$ cat config.mk
export PLATFORM = sky130hd
export DESIGN_NAME = mac_dot_feeder
export DESIGN_NICKNAME = d
export VERILOG_FILES = /design/src/rtl/mac_dot_feeder.sv
export SDC_FILE = /design/constraint.sdc
export NUM_CORES = 1
export LEC_CHECK = 0
export CAP_MARGIN = 25
export CORE_AREA = 2 2 126 128
export DETAILED_ROUTE_END_ITERATION = 8
export DIE_AREA = 0 0 128 130
export SLEW_MARGIN = 20
export SYNTH_ARGS = -nofsm -noshare
export SYNTH_HDL_FRONTEND = slang
export SYNTH_SLANG_ARGS = --single-unit
$ cat constraint.sdc
create_clock -name CLK -period 3.9 [get_ports CLK]
set_input_delay 0.78 -clock CLK [delete_from_list [all_inputs] [get_ports CLK]]
set_output_delay 0.78 -clock CLK [all_outputs]
set_load 0.01 [all_outputs]
$ cat src/rtl/mac_dot_feeder.sv
// Operand-side controller for the FP MAC: streams len operand pairs,
// clears the accumulator first, waits out MAC latency, returns MacOut.
module mac_dot_feeder #(
  parameter int MAC_LAT = 1,
  parameter int LEN_W   = 8
) (
  input  logic             CLK,
  input  logic             rst,
  input  logic             start,
  input  logic [LEN_W-1:0] len,
  output logic             busy,
  input  logic             op_valid,
  output logic             op_ready,
  input  logic [31:0]      op_a,
  input  logic [31:0]      op_b,
  output logic [31:0]      mac_in1,
  output logic [31:0]      mac_in2,
  output logic             mac_clr,
  input  logic [31:0]      mac_out,
  output logic             res_valid,
  input  logic             res_ready,
  output logic [31:0]      res_data
);

  localparam int DW = $clog2(MAC_LAT + 2);
  localparam logic [DW-1:0] LAT = DW'(MAC_LAT);

  typedef enum logic [2:0] {
    IDLE,
    CLEAR,
    FEED,
    DRAIN,
    HOLD
  } state_e;

  state_e           state_q;
  logic [LEN_W-1:0] len_q;
  logic [LEN_W-1:0] cnt_q;
  logic [DW-1:0]    drn_q;
  logic [31:0]      in1_q;
  logic [31:0]      in2_q;
  logic             rv_q;
  logic [31:0]      rd_q;

  assign busy      = (state_q != IDLE);
  assign op_ready  = (state_q == FEED);
  assign mac_clr   = (state_q == CLEAR);
  assign mac_in1   = in1_q;
  assign mac_in2   = in2_q;
  assign res_valid = rv_q;
  assign res_data  = rd_q;

  always_ff @(posedge CLK or posedge rst) begin
    if (rst) begin
      state_q <= IDLE;
      len_q   <= '0;
      cnt_q   <= '0;
      drn_q   <= '0;
      in1_q   <= '0;
      in2_q   <= '0;
      rv_q    <= 1'b0;
      rd_q    <= '0;
    end else begin
      // Idle cycles feed +0*+0 so the running sum is untouched.
      in1_q <= '0;
      in2_q <= '0;
      unique case (state_q)
        IDLE: begin
          if (start) begin
            if (len != '0) begin
              len_q   <= len;
              cnt_q   <= '0;
              state_q <= CLEAR;
            end else begin
              rd_q    <= '0;
              rv_q    <= 1'b1;
              state_q <= HOLD;
            end
          end
        end
        CLEAR: state_q <= FEED;
        FEED: begin
          if (op_valid) begin
            in1_q <= op_a;
            in2_q <= op_b;
            cnt_q <= cnt_q + LEN_W'(1);
            if (cnt_q == len_q - LEN_W'(1)) begin
              drn_q   <= LAT;
              state_q <= DRAIN;
            end
          end
        end
        DRAIN: begin
          if (drn_q == '0) begin
            rd_q    <= mac_out;
            rv_q    <= 1'b1;
            state_q <= HOLD;
          end else begin
            drn_q <= drn_q - DW'(1);
          end
        end
        HOLD: begin
          if (res_ready) begin
            rv_q    <= 1'b0;
            state_q <= IDLE;
          end
        end
        default: state_q <= IDLE;
      endcase
    end
  end

endmodule

== After elaboration in Yosys (flattened, before gate mapping) ==
Cells that the tools add are included.

* Add/sub/neg operators: 3
* Equal/unequal tests: 13
* Multiplexer cells: 28
* Reduce and logical (&&, ||, !) cells: 14

{| class="wikitable"
|+ Operator list
! operator !! number
|-
| $mux 32 || 7
|-
| $pmux 32 s2 || 1
|-
| $mux 8 || 3
|-
| $mux 3 || 6
|-
| $pmux 8 s2 || 1
|-
| $pmux 3 s5 || 1
|-
| $ne 2x2->1 const B || 7
|-
| $reduce_and 4->1 || 3
|-
| $reduce_and 5->1 || 2
|-
| $add 8x1->8 const B || 1
|-
| $eq 8x8->1 || 1
|-
| $reduce_bool 8->1 || 1
|-
| $sub 8x1->8 const B || 1
|-
| $eq 3x2->1 const B || 2
|-
| $mux 2 || 3
|-
| $reduce_bool 2->1 || 3
|-
| $reduce_bool 3->1 || 2
|-
| $mux 1 || 4
|-
| $pmux 2 s2 || 1
|-
| $eq 3x1->1 const B || 1
|-
| $eq 3x3->1 const B || 1
|-
| $logic_not 3->1 || 1
|-
| $pmux 1 s3 || 1
|-
| $reduce_and 3->1 || 1
|-
| 3 further kinds || 3
|}

* Bits in registers: 118
* Input bits: 109
* Output and inout port bits: 100
* Word-level logic and storage cells: 66

== Depth between registers and ports, before layout ==
* Depth in word-level cells: 5
* Mapped depth: 9

== Least setup slack after synthesis ==
OpenSTA, ideal clock, no wires.

* Path type: input to register
* Start: in len[7]
* End: reg rd_q[0], in the netlist res_data[0]
* Data arrival time: 1983 ps
* Setup slack: 1796 ps
* Cell stages on the path: 5
* Buffers on the path: 1
* Cells stage by stage: or4_1 > nor2_2 > a31oi_4 > buf_6 > a22o_1

* Longest elaborated chain between the ends: 3

{| class="wikitable"
|+ RTL lines
! what !! RTL line !! text
|-
| from (decl) || 10 || <nowiki>input logic [LEN_W-1:0] len,</nowiki>
|-
| $reduce_bool 8->1 || 70 || <nowiki>if (len != '0) begin</nowiki>
|-
| $ne 2x2->1 (no source line) || n/a ||
|-
| $reduce_and 4->1 (no source line) || n/a ||
|-
| to (signal assigned) || 95 || <nowiki>rd_q <= mac_out;</nowiki>
|-
| to (decl) || 43 || <nowiki>logic [31:0] rd_q;</nowiki>
|}

Every way passes these cells.
A chain may end at the register's enable or synchronous reset.

== Worst setup path after layout ==
* Start: reg state_q[0]
* End: out mac_clr

* Longest elaborated chain between the ends: 1

{| class="wikitable"
|+ RTL lines
! what !! RTL line !! text
|-
| from (decl) || 36 || <nowiki>state_e state_q;</nowiki>
|-
| from (signal assigned) || 55 || <nowiki>state_q <= IDLE;</nowiki>
|-
| from (signal assigned) || 73 || <nowiki>state_q <= CLEAR;</nowiki>
|-
| from (signal assigned) || 77 || <nowiki>state_q <= HOLD;</nowiki>
|-
| $eq 3x1->1 || 47 || <nowiki>assign mac_clr = (state_q == CLEAR);</nowiki>
|-
| to (decl) || 18 || <nowiki>output logic mac_clr,</nowiki>
|}

Every way passes these cells.

==> impl_metrics.env <==
export IMPL_required_ns=3.12
export IMPL_fmax_mhz=380
export IMPL_synth_area_top_cells="dfrtp_1 66%, and2_1 9.0%, a22o_1 6.2%, xnor2_1 1.8%, mux2_2 1.5%"
export IMPL_ctsHoldBuffers=0
export IMPL_startpoint_type="flip-flop"
export IMPL_power_density_nw_per_um2=689
export IMPL_grt_pass1_vias=3631
export IMPL_rsz0062_at_grt="no"
export IMPL_dpl_worst_slack_ns=1.04
export IMPL_fill_cells=1372
export IMPL_clockPowerShare=0.308
export IMPL_worstSkewPairLatency_ns=0.41
export IMPL_synth_top_area_frac=0.657
export IMPL_gp_congestion=0.790
export IMPL_synth_edf_count=0
export IMPL_status="complete, no violations"
export IMPL_die_w_um=128
export IMPL_holdCritPathClass="reg2reg"
export IMPL_whs_ns=0.498
export IMPL_seq_area_frac_synth=0.657
export IMPL_seq_power_share=0.363
export IMPL_finalNetCount=668
export IMPL_power_switching_mw=1.47
export IMPL_worst_slack_ns=1.27
export IMPL_die_area_um2=16600
export IMPL_cts_buffers=17
export IMPL_hold_violations=0
export IMPL_synth_most_common_cell="dfrtp_1"
export IMPL_grt_max_degree=66
export IMPL_cts_clk_slew_worst_paths_ns=0.05
export IMPL_dr_pass1_iters=5
export IMPL_cts_tree="done"
export IMPL_fin_crit_ns=2.63
export IMPL_synth_area_um2=4500
export IMPL_totalWireLength_um=11500
export IMPL_grt_overflow=0
export IMPL_worst_path_max_fanout=7
export IMPL_area_growth_syn_to_layout_pct=63.3
export IMPL_core_area_um2=15400
export IMPL_dp_cells=729
export IMPL_n_antenna_cell=0
export IMPL_clock_sinks=118
export IMPL_cap_violations=0
export IMPL_wl_per_cell_um=15.2
export IMPL_boundaryPins=209
export IMPL_pwr_share_comb=0.329
export IMPL_drt_iter0_markers=124
export IMPL_ir_worst_vdd_uv=527
export IMPL_start_util=0.291
export IMPL_drive_above_1_share=0.0882
export IMPL_vias=3415
export IMPL_finalSetupTns_ns=0
export IMPL_die_h_um=130
export IMPL_dp_hpwl_um=8140
export IMPL_antenna_found_initial=0
export IMPL_swShare=0.291
export IMPL_cp_data_arrival_time_ns=1.85
export IMPL_clockRootBuffer="clkbuf_16"
export IMPL_slew_headroom=0.387
export IMPL_htreeDepth=4
export IMPL_synthCells=344
export IMPL_ys_ff_latch=118
export IMPL_final_cell_count_no_fill=759
export IMPL_synth_nets=456
export IMPL_synth_distinct_cells=40
export IMPL_drv_slew=0
export IMPL_synth_top_area_cell="dfrtp_1"
export IMPL_io_buffers=208
export IMPL_track_usage=0.145
export IMPL_fin_worst_skew_ns=0.0108
export IMPL_critPathKind="reg2out"
export IMPL_ctsResizeCount=0
export IMPL_tightestPinTransition_ns=0.920
export IMPL_synth_main_ff_cell="dfrtp_1"
export IMPL_rows=46
export IMPL_synth_common_cells="118 x dfrtp_1, 65 x and2_1, 32 x a22o_1, 15 x nand2_1, 12 x clkbuf_1"
export IMPL_yosys_warnings=0
export IMPL_async_flop_share=1.00
export IMPL_post_cts_buffers=0
export IMPL_min_period_over_period=0.675
export IMPL_post_drt_via_cell_ratio=4.50
export IMPL_clock_path_buffers=2
export IMPL_p_int_mw=3.59
export IMPL_p_total_mw=5.06
export IMPL_drtAntennaViolNets=0
export IMPL_p_leak_nw=3.21
export IMPL_cp_end_kind="primary output"
export IMPL_synth_area_per_cell_um2=13.1
export IMPL_grt_pass1_wl_um=18500
export IMPL_setup_viol=0
export IMPL_drc=0
[cell type report]
type	count	area, um^2	area share
multi-input cells	198	1410	0.192
well taps	192	240	0.0327
clock inverters	9	128	0.0174
clock buffers	21	460	0.0627
inverters	9	37.5	0.00511
repair buffers	212	2110	0.288
flip-flops and latches	118	2950	0.402
[layout by cell type, fill, tap and decap left out, drive strengths merged, types with 3 or more instances in the layout]
cell           count
xnor2              9
clkinvlp           4
nor3               5
a22o              32
clkdlybuf4s50    208
a21oi              5
bufinv             3
nand4              5
inv                8
ha                 3
and2              65
clkbuf            21
nand2             15
nor2              14
mux2               6
dfrtp            118
nor4               3
clkinv             3
o21ai             10
buf                4
xor2               6
a31oi              3
[registers in the layout, summed over array words and instances (netlist names)]
| signal | count |
|---|---|
| state_q | 3 |
| res_valid | 1 |
| mac_in1 | 32 |
| drn_q | 2 |
| cnt_q | 8 |
| res_data | 32 |
| len_q | 8 |
| mac_in2 | 32 |
[path summary, 6_finish.rpt]
check,startpoint,endpoint,slack [ns],cells past startpoint
max,state_q[0]$_DFFE_PP0P_,mac_clr,1.27,3
min,res_data[29]$_DFFE_PP0P_,res_data[29]$_DFFE_PP0P_,0.50,1
min reg2reg,res_data[29]$_DFFE_PP0P_,res_data[29]$_DFFE_PP0P_,0.50,1
min in group asynchronous,rst,mac_in1[2]$_DFF_PP0_,0.94,3
max reg2reg,state_q[1]$_DFFE_PP0P_,len_q[5]$_DFFE_PP0P_,1.81,4
max in group asynchronous,rst,len_q[3]$_DFFE_PP0P_,2.35,3
[per-stage QoR]
| step | cell area, um^2 | utilization |
|---|---|---|
| after floorplan | 4500 | - |
| after global placement | 6750 | 0.438 |
| after detailed placement | 6750 | 0.438 |
| after CTS | 7340 | 0.476 |
| after global routing | 7340 | 0.476 |
| final | 7340 | 0.476 |
[layer usage]
| metal | routed length [um] | global-route usage |
|---|---|---|
| met1 | 4460 | 0.159 |
| met2 | 5690 | 0.236 |
| met3 | 1170 | 0.0828 |
| met4 | 191 | 0.0562 |
| met5 | 0 | 0 |
[cells by family after synthesis]
logic type / after synthesis / share of synthesized area
and+or+nand+nor: 119 / 0.162
DFF: 118 / 0.657
AOI/OAI and AO/OA: 54 / 0.0960
buffers and inverters: 28 / 0.0306
xor gates and xnor gates: 15 / 0.0292
muxes: 7 / 0.0173
adders and majority gates: 3 / 0.00835
[power groups by stage]
stage	Clock [mW]	Combinational, mW	Sequential [mW]
floorplan	0	0.704	1.95
global placement	0	1.65	1.85
detailed placement	0	1.69	1.85
CTS	1.60	1.70	1.84
global route	1.66	1.82	1.89
finish	1.56	1.67	1.84
[critical path: stages, from the launching register on]
cell and delay, ns:
dfrtp_1 0.49, inv_1 0.15, nor3_1 0.23, clkdlybuf4s50_1 0.57
(Power assumes the default switching activity.)
